<file path="src/rtl/keccak_core_arbiter.sv">
// keccak_core_arbiter
// Shares one Keccak-f[1600] permutation core between NREQ requesters. One
// requester at a time owns the core for a session (round-robin grant). The
// owner's state-word writes, reads and permutation start are forwarded to the
// core, and the core's completion is returned to the owner as a done pulse.
//
// Ports (per-requester buses are flat-packed, requester k at [k*W +: W]):
//   clk_i, rst_ni              clock, asynchronous active-low reset
//   req_i / gnt_o              session request (level) / one-hot grant (level)
//   release_i                  end-of-session pulse from the owner
//   wr_en_i/wr_addr_i/wr_data_i  state-word write command
//   start_i / done_o           permutation start pulse / completion pulse
//   rd_addr_i / rd_data_o      state-word read (combinational through core)
//   err_o                      dropped-command pulse to the owner
//   core_*                     core state register file and start/done handshake
//   busy_o                     permutation in flight
module keccak_core_arbiter #(
    parameter int NREQ   = 2,
    parameter int DW     = 32,
    parameter int NWORDS = 50,
    parameter int AW     = 6
) (
    input  logic               clk_i,
    input  logic               rst_ni,
    input  logic [NREQ-1:0]    req_i,
    input  logic [NREQ-1:0]    release_i,
    output logic [NREQ-1:0]    gnt_o,
    input  logic [NREQ-1:0]    wr_en_i,
    input  logic [NREQ*AW-1:0] wr_addr_i,
    input  logic [NREQ*DW-1:0] wr_data_i,
    input  logic [NREQ-1:0]    start_i,
    input  logic [NREQ*AW-1:0] rd_addr_i,
    output logic [NREQ*DW-1:0] rd_data_o,
    output logic [NREQ-1:0]    done_o,
    output logic [NREQ-1:0]    err_o,
    output logic               core_wr_en_o,
    output logic [AW-1:0]      core_addr_o,
    output logic [DW-1:0]      core_wdata_o,
    input  logic [DW-1:0]      core_rdata_i,
    output logic               core_start_o,
    input  logic               core_done_i,
    output logic               busy_o
);

    localparam int OW = (NREQ > 1) ? $clog2(NREQ) : 1;
    localparam logic [AW:0] NWORDS_W = (AW+1)'(NWORDS);

    typedef enum logic [1:0] {
        ST_IDLE  = 2'd0,
        ST_OWNED = 2'd1,
        ST_RUN   = 2'd2,
        ST_DRAIN = 2'd3
    } state_e;

    state_e          state_q, state_d;
    logic [OW-1:0]   owner_q, owner_d;
    logic [OW-1:0]   rr_q, rr_d;
    logic [NREQ-1:0] gnt_q, gnt_d;
    logic [NREQ-1:0] done_q, done_d;
    logic [NREQ-1:0] err_q, err_d;
    logic            wr_en_q, wr_en_d;
    logic [AW-1:0]   waddr_q, waddr_d;
    logic [DW-1:0]   wdata_q, wdata_d;
    logic            start_q, start_d;
    logic            start_pend_q, start_pend_d;
    logic            busy_q, busy_d;

    logic [OW-1:0]   win_s, hi_idx_s, lo_idx_s, rr_next_s;
    logic            hi_found_s;
    logic            own_wr_s, own_start_s, own_rel_s, own_addr_ok_s;
    logic [AW-1:0]   own_waddr_s, own_raddr_s;
    logic [DW-1:0]   own_wdata_s;

    // Select the owner's command slices and compute the next round-robin pointer.
    always_comb begin
        own_wr_s      = wr_en_i[owner_q];
        own_start_s   = start_i[owner_q];
        own_rel_s     = release_i[owner_q];
        own_waddr_s   = wr_addr_i[int'(owner_q)*AW +: AW];
        own_wdata_s   = wr_data_i[int'(owner_q)*DW +: DW];
        own_raddr_s   = rd_addr_i[int'(owner_q)*AW +: AW];
        own_addr_ok_s = ({1'b0, own_waddr_s} < NWORDS_W);
        rr_next_s     = (owner_q == OW'(NREQ-1)) ? '0 : owner_q + OW'(1);
    end

    // Round-robin winner: lowest requester at or above rr_q, else lowest overall.
    // The loop runs downward so the last hit is the lowest index.
    always_comb begin
        hi_idx_s   = '0;
        lo_idx_s   = '0;
        hi_found_s = 1'b0;
        for (int k = NREQ-1; k >= 0; k--) begin
            lo_idx_s   = req_i[k] ? OW'(k) : lo_idx_s;
            hi_idx_s   = (req_i[k] && (k >= int'(rr_q))) ? OW'(k) : hi_idx_s;
            hi_found_s = (req_i[k] && (k >= int'(rr_q))) ? 1'b1 : hi_found_s;
        end
        win_s = hi_found_s ? hi_idx_s : lo_idx_s;
    end

    // Session state machine: next-state and next registered outputs.
    always_comb begin
        state_d      = state_q;
        owner_d      = owner_q;
        rr_d         = rr_q;
        gnt_d        = gnt_q;
        done_d       = '0;
        err_d        = '0;
        wr_en_d      = 1'b0;
        waddr_d      = waddr_q;
        wdata_d      = wdata_q;
        // A start that arrived together with a write is issued one cycle late
        // so the write reaches the core first.
        start_d      = start_pend_q;
        start_pend_d = 1'b0;
        busy_d       = busy_q;
        case (state_q)
            ST_IDLE: begin
                if (|req_i) begin
                    owner_d = win_s;
                    gnt_d   = {{(NREQ-1){1'b0}}, 1'b1} << win_s;
                    state_d = ST_OWNED;
                end else begin
                    state_d = ST_IDLE;
                end
            end
            ST_OWNED: begin
                if (own_wr_s && own_addr_ok_s) begin
                    wr_en_d = 1'b1;
                    waddr_d = own_waddr_s;
                    wdata_d = own_wdata_s;
                end else if (own_wr_s) begin
                    err_d = gnt_q;
                end else begin
                    wr_en_d = 1'b0;
                end
                // Start takes priority over release; a simultaneous release
                // behaves as a release during the permutation.
                if (own_start_s) begin
                    start_d      = !(own_wr_s && own_addr_ok_s);
                    start_pend_d = own_wr_s && own_addr_ok_s;
                    busy_d       = 1'b1;
                    state_d      = own_rel_s ? ST_DRAIN : ST_RUN;
                end else if (own_rel_s) begin
                    gnt_d   = '0;
                    rr_d    = rr_next_s;
                    state_d = ST_IDLE;
                end else begin
                    state_d = ST_OWNED;
                end
            end
            ST_RUN, ST_DRAIN: begin
                err_d = (own_wr_s || own_start_s) ? gnt_q : '0;
                if (core_done_i) begin
                    done_d = gnt_q;
                    busy_d = 1'b0;
                    if ((state_q == ST_DRAIN) || own_rel_s) begin
                        gnt_d   = '0;
                        rr_d    = rr_next_s;
                        state_d = ST_IDLE;
                    end else begin
                        state_d = ST_OWNED;
                    end
                end else if ((state_q == ST_RUN) && own_rel_s) begin
                    state_d = ST_DRAIN;
                end else begin
                    state_d = state_q;
                end
            end
            default: begin
                state_d = ST_IDLE;
                gnt_d   = '0;
                busy_d  = 1'b0;
            end
        endcase
    end

    // State and registered-output flops.
    always_ff @(posedge clk_i or negedge rst_ni) begin
        if (!rst_ni) begin
            state_q      <= ST_IDLE;
            owner_q      <= '0;
            rr_q         <= '0;
            gnt_q        <= '0;
            done_q       <= '0;
            err_q        <= '0;
            wr_en_q      <= 1'b0;
            waddr_q      <= '0;
            wdata_q      <= '0;
            start_q      <= 1'b0;
            start_pend_q <= 1'b0;
            busy_q       <= 1'b0;
        end else begin
            state_q      <= state_d;
            owner_q      <= owner_d;
            rr_q         <= rr_d;
            gnt_q        <= gnt_d;
            done_q       <= done_d;
            err_q        <= err_d;
            wr_en_q      <= wr_en_d;
            waddr_q      <= waddr_d;
            wdata_q      <= wdata_d;
            start_q      <= start_d;
            start_pend_q <= start_pend_d;
            busy_q       <= busy_d;
        end
    end

    // Core address: a pending write owns the port; otherwise the owner reads.
    // Read data reaches only the owner and is blanked while a write is pending.
    always_comb begin
        core_addr_o = wr_en_q ? waddr_q : ((|gnt_q) ? own_raddr_s : '0);
        rd_data_o   = '0;
        for (int k = 0; k < NREQ; k++) begin
            rd_data_o[k*DW +: DW] = (gnt_q[k] && !wr_en_q) ? core_rdata_i : '0;
        end
    end

    assign gnt_o        = gnt_q;
    assign done_o       = done_q;
    assign err_o        = err_q;
    assign core_wr_en_o = wr_en_q;
    assign core_wdata_o = wdata_q;
    assign core_start_o = start_q;
    assign busy_o       = busy_q;

endmodule

</file>
<file path="config.mk">
export PLATFORM = sky130hd
export DESIGN_NAME = keccak_core_arbiter
export DESIGN_NICKNAME = d
export VERILOG_FILES = /design/src/rtl/keccak_core_arbiter.sv
export SDC_FILE = /design/constraint.sdc
export NUM_CORES = 1
export LEC_CHECK = 0
export ABC_AREA = 1
export CAP_MARGIN = 5
export CORE_MARGIN = 4
export CORE_UTILIZATION = 31
export CTS_BUF_LIST = sky130_fd_sc_hd__clkbuf_16
export CTS_CLUSTER_DIAMETER = 60
export CTS_CLUSTER_SIZE = 40
export DETAILED_ROUTE_END_ITERATION = 8
export GPL_TIMING_DRIVEN = 0
export PLACE_DENSITY = 0.87
export SKIP_CTS_REPAIR_TIMING = 1
export SYNTH_ARGS = -nofsm -noshare
export SYNTH_HDL_FRONTEND = slang
export SYNTH_SLANG_ARGS = --single-unit
</file>
<file path="constraint.sdc">
create_clock -name clk_i -period 1.49 [get_ports clk_i]
set_clock_uncertainty 0.15 [all_clocks]
set_input_delay 0.298 -clock clk_i [delete_from_list [all_inputs] [get_ports clk_i]]
set_output_delay 0.298 -clock clk_i [all_outputs]
set_load 0.005 [all_outputs]
</file>
Word level (Yosys, flattened, before mapping)
Index checks and enable logic that the tools add are counted.
- bits in registers: 52
- input port bits: 131
- output and inout bits: 111
- logic and storage cells: 100
- add/sub/neg operators: 1
- $mul: 1
- magnitude comparators: 3
- equal/unequal tests: 10
- shift-type cells: 4
- muxes and demuxes: 50
- reductions and logical operators: 19
- operators by type and width (cell ; count):
    $mux 32 ; 2
    $shiftx 64x7->32 ; 1
    $shiftx 12x32->6 ; 1
    $mux 1 ; 28
    $mux 2 ; 13
    $mux 6 ; 2
    $ne 2x2->1 const B ; 6
    $pmux 2 s3 ; 2
    $shiftx 12x5->6 ; 1
    $reduce_and 5->1 ; 2
    $lt 6x6->1 const B ; 1
    $reduce_or 2->1 ; 3
    $logic_and 1x1->1 ; 5
    $eq 2x2->1 const B ; 2
    $pmux 1 s2 ; 2
    $pmux 2 s2 ; 1
    $reduce_and 2->1 ; 2
    $mul 1x2->3 const B ; 1
    $ne 3x3->1 const B ; 1
    $reduce_and 3->1 ; 1
    $eq 2x1->1 const B ; 1
    $logic_not 1->1 ; 2
    $logic_not 2->1 ; 1
    $logic_or 1x1->1 ; 2
    other kinds (5) ; 5

Longest topological paths before layout
- word-level depth: 7
- gate-level depth with buffers: 10
- mapped depth without buffers: 9

Least setup slack after synthesis
Ideal clock, no wire load.
- path kind: reg2out
- start point: register wr_en_q (netlist: core_wr_en_o)
- end point: output rd_data_o[33]
- arrival time: 1.112 ns
- data required time: 1.042 ns
- slack: -0.070 ns
- cell stages (with the launch flop): 6
- buffers on the path: 2
- cell sequence: dfrtp_1 -> clkbuf_1 -> nor2_1 -> inv_1 -> clkbuf_1 -> nor2_1
- cells in the longest elaborated chain, start to end: 3
- ends and longest elaborated chain (what ; RTL line ; RTL):
    start, declared ; 61 ; logic wr_en_q, wr_en_d;
    start signal, assigned ; 199 ; wr_en_q <= wr_en_d;
    $logic_not 1->1 ; 214 ; rd_data_o[k*DW +: DW] = (gnt_q[k] && !wr_en_q) ? core_rdata_i : '0;
    $logic_and 1x1->1 ; 214 ;
    $mux 32 ; 214 ;
    end, declared ; 33 ; output logic [NREQ*DW-1:0] rd_data_o,
Every way passes these cells.

Final worst setup path
- start point: register wr_en_q (netlist: core_wr_en_o)
- end point: output rd_data_o[51]
The elaborated chain is that of the path after synthesis.

==> results_dict.tcl <==
set metrics [dict create \
    cts_max_level 2 \
    clk_pin_slew_ns 0.07 \
    cp.required_ns 1.04 \
    drv_slew 0 \
    worstMarginPinSlew_ns 0.588 \
    multi_input_area_mm2 0.00176 \
    grt_usage_pct 18.7 \
    cts_buffers 5 \
    pwr-share-seq_pct 22.5 \
    reg2reg_setup_slack_ns -0.36 \
    drtIter0Drc 147 \
    yosysSeqAreaShare_pct 40.4 \
    min_path_type "reg2reg" \
    cp_data_arrival_time_ns 1.40 \
    violations "setup timing" \
    finalHoldViolations 0 \
    fin_crit_sh_pct 124 \
    cts_sinks 52 \
    viasPerCell 4.50 \
    setup_ws_ns -0.355 \
    syn-num-nets 644 \
    min_period_ns 1.85 \
    insertion_delay_ns 0.29 \
    drt-pass1-iter-count 4 \
    rows 36 \
    p_sw_share_pct 41.4 \
    run_status "complete, but fails checks" \
    cts_tree "done" \
    drc 0 \
    avgSynthCellArea_um2 6.29 \
    powerDensity_mw_per_mm2 1610 \
    critPathLaunch "core_wr_en_o" \
    cts_root_buf "clkbuf_16" \
    r2r-start "owner_q" \
    core_mm2 0.00995 \
    yosys_warnings 0 \
    routed_wl_um 13400 \
    fp.dieW_um 110 \
    fillerInstances 838 \
    floorplan.die_area_mm2 0.0121 \
    seqCellArea_mm2 0.00130 \
    internal_power_mw 6.21 \
    ys_seq_elements 52 \
    synth_area_mm2 0.00322 \
    io_pins 242 \
    cts_buffer_depth 2 \
    syn_inst 513 \
    antenna_found_initial 0 \
    antenna_left 0 \
    critPathLaunchType "flip-flop" \
    dp_hpwl_um 10200 \
    synth_cell_types 20 \
    crit_type "reg2out" \
    crit_path_end_kind "output port" \
    vias 4155 \
    finalSetupViolCount 118 \
    finalPower_mw 10.6 \
    p_switching_mw 4.38 \
    tns_ns -33.51 \
    grt_max_degree 31 \
    gp_congestion 0.879 \
    drive_gt1_share_pct 21.1 \
    fin_nets 921 \
    max_cap_viol_count 0 \
    die_h_um 110 \
    r2r_end "core_wdata_o[27]" \
    syn_to_final_growth_pct 104 \
    leakage_nw 4.27 \
    gr-total-overflow 0 \
    ir_worst_vdd_uv 742 \
    reg2reg_depth 11 \
    start_util_pct 32.4 \
    comb_power_share_pct 67.0 \
    port_buffers 241 \
    crit_fanout 10 \
    slew_headroom_pct 60.8 \
    antenna_cells 0 \
    grt_first_pass_wirelength_um 17800 \
    wl_per_cell_um 14.5 \
    rsz0062_at_grt "yes" \
    crit_end "rd_data_o[51]" \
    fmax_mhz 542 \
    grt_pass1_vias 3579 \
    clockPowerShare_pct 10.5 \
]
cells by family after synthesis:
family,share of synthesized area (%)
and+or+nand+nor,42.9
buffers and inverters,11.9
muxes,1.86
DFF,40.4
AOI/OAI and AO/OA,3.03
layout make-up:
type | instances | area share [%]
Inverter | 62 | 3.69
Timing Repair Buffer | 270 | 40.2
Buffer | 28 | 4.85
Multi-Input combinational cell | 371 | 26.8
Tap cell | 133 | 2.53
Clock inverter | 2 | 0.190
Clock buffer | 5 | 1.90
Sequential cell | 52 | 19.8
power groups by stage:
stage	sequential [mW]	combinational, mW	clock (mW)
floorplan	2.41	2.79	0
CTS	2.41	5.89	1.12
global route	2.46	7.73	1.19
global placement	2.39	5.77	0
finish	2.38	7.10	1.11
detailed placement	2.42	5.87	0
synthesized netlist by cell type:
| library cell | n | area, um2 |
|---|---|---|
| a21oi_1 | 4 | 20.0 |
| buf_1 | 2 | 7.51 |
| buf_2 | 9 | 45.0 |
| buf_4 | 1 | 7.51 |
| buf_6 | 4 | 45.0 |
| clkbuf_1 | 12 | 45.0 |
| dfrtp_1 | 52 | 1300 |
| inv_1 | 61 | 229 |
| inv_2 | 1 | 3.75 |
| mux2i_1 | 6 | 60.1 |
| nand2_1 | 220 | 826 |
| nand2_2 | 1 | 6.26 |
| nand3_1 | 39 | 195 |
| nand3_2 | 1 | 10.0 |
| nand3b_1 | 5 | 37.5 |
| nand4_1 | 1 | 6.26 |
| nor2_1 | 77 | 289 |
| o21a_1 | 1 | 7.51 |
| o21ai_0 | 14 | 70.1 |
| or2_2 | 2 | 12.5 |
worst max-delay path, cell delays in order (launching register included):
cell and delay, ns:
dfrtp_1 0.39, buf_6 0.13, nor2_4 0.13, inv_4 0.09, buf_8 0.15, nor2_1 0.09, buf_2 0.12
metrics by stage:
step	cell area (um2)	utilization, %	std cells	worst slack [ns]	hold slack [ns]
6_report	6570	66.0	923	-0.355	0.313
3_5_place_dp	5830	58.6	888	-0.804	0.168
4_1_cts	5970	60.0	895	-1.12	-0.132
2_1_floorplan	3240	-	513	-0.0271	-0.148
3_3_place_gp	5820	58.4	887	-1.60	0.303
5_1_grt	6570	66.0	923	-0.425	0.332
layer usage:
| layer | vias up | part of all wire (%) | routed length [um] | GRT usage [%] |
|---|---|---|---|---|
| met4 | 0 | 1.8 | 235 | 5.97 |
| met3 | 18 | 8.3 | 1110 | 4.08 |
| li1 | 2099 | - | - | - |
| met5 | - | 0 | 0 | 0 |
| met1 | 1874 | 36 | 4890 | 19.7 |
| met2 | 164 | 54 | 7180 | 36.4 |
how the worst min path moves through the flow:
stage	startpoint	to	slack (ns)	cells past startpoint
final	core_wdata_o[2]	core_wdata_o[2]	0.31	2
after global routing	core_wdata_o[1]	core_wdata_o[1]	0.33	2
after CTS	rst_ni	core_wdata_o[27]	-0.13	1
after detailed placement	rst_ni	core_wdata_o[15]	0.17	1
after global placement	core_wdata_o[16]	core_wdata_o[16]	0.30	2
after floorplan	rst_ni	busy_o	-0.15	0
registers in the layout (all words and copies together) (netlist names):
| name | count |
|---|---|
| core_wdata_o | 32 |
| waddr_q | 6 |
| done_o | 2 |
| err_o | 2 |
| gnt_o | 2 |
| state_q | 2 |
| busy_o | 1 |
| core_start_o | 1 |
| core_wr_en_o | 1 |
| owner_q | 1 |
| rr_q | 1 |
| start_pend_q | 1 |
layout by cell type, fill, tap and decap left out, types with 3 or more instances in the layout:
cell type          n
o21ai_0            4
buf_8              9
clkbuf_16          9
buf_4             21
buf_2             26
nand2_1          212
o21ai_2            3
buf_6              9
buf_12             5
inv_2              4
nor2_1            50
nand3_2            3
mux2i_1            6
dfrtp_1           51
nand3_1           35
o21ai_1            7
a21oi_2            3
clkdlybuf4s50_1  129
clkbuf_2          29
nor2_2            19
nand2_2            5
dlymetal6s2s_1    62
nand3b_1           5
inv_1             55
nor2_4             8
(Power assumes the default switching activity.)
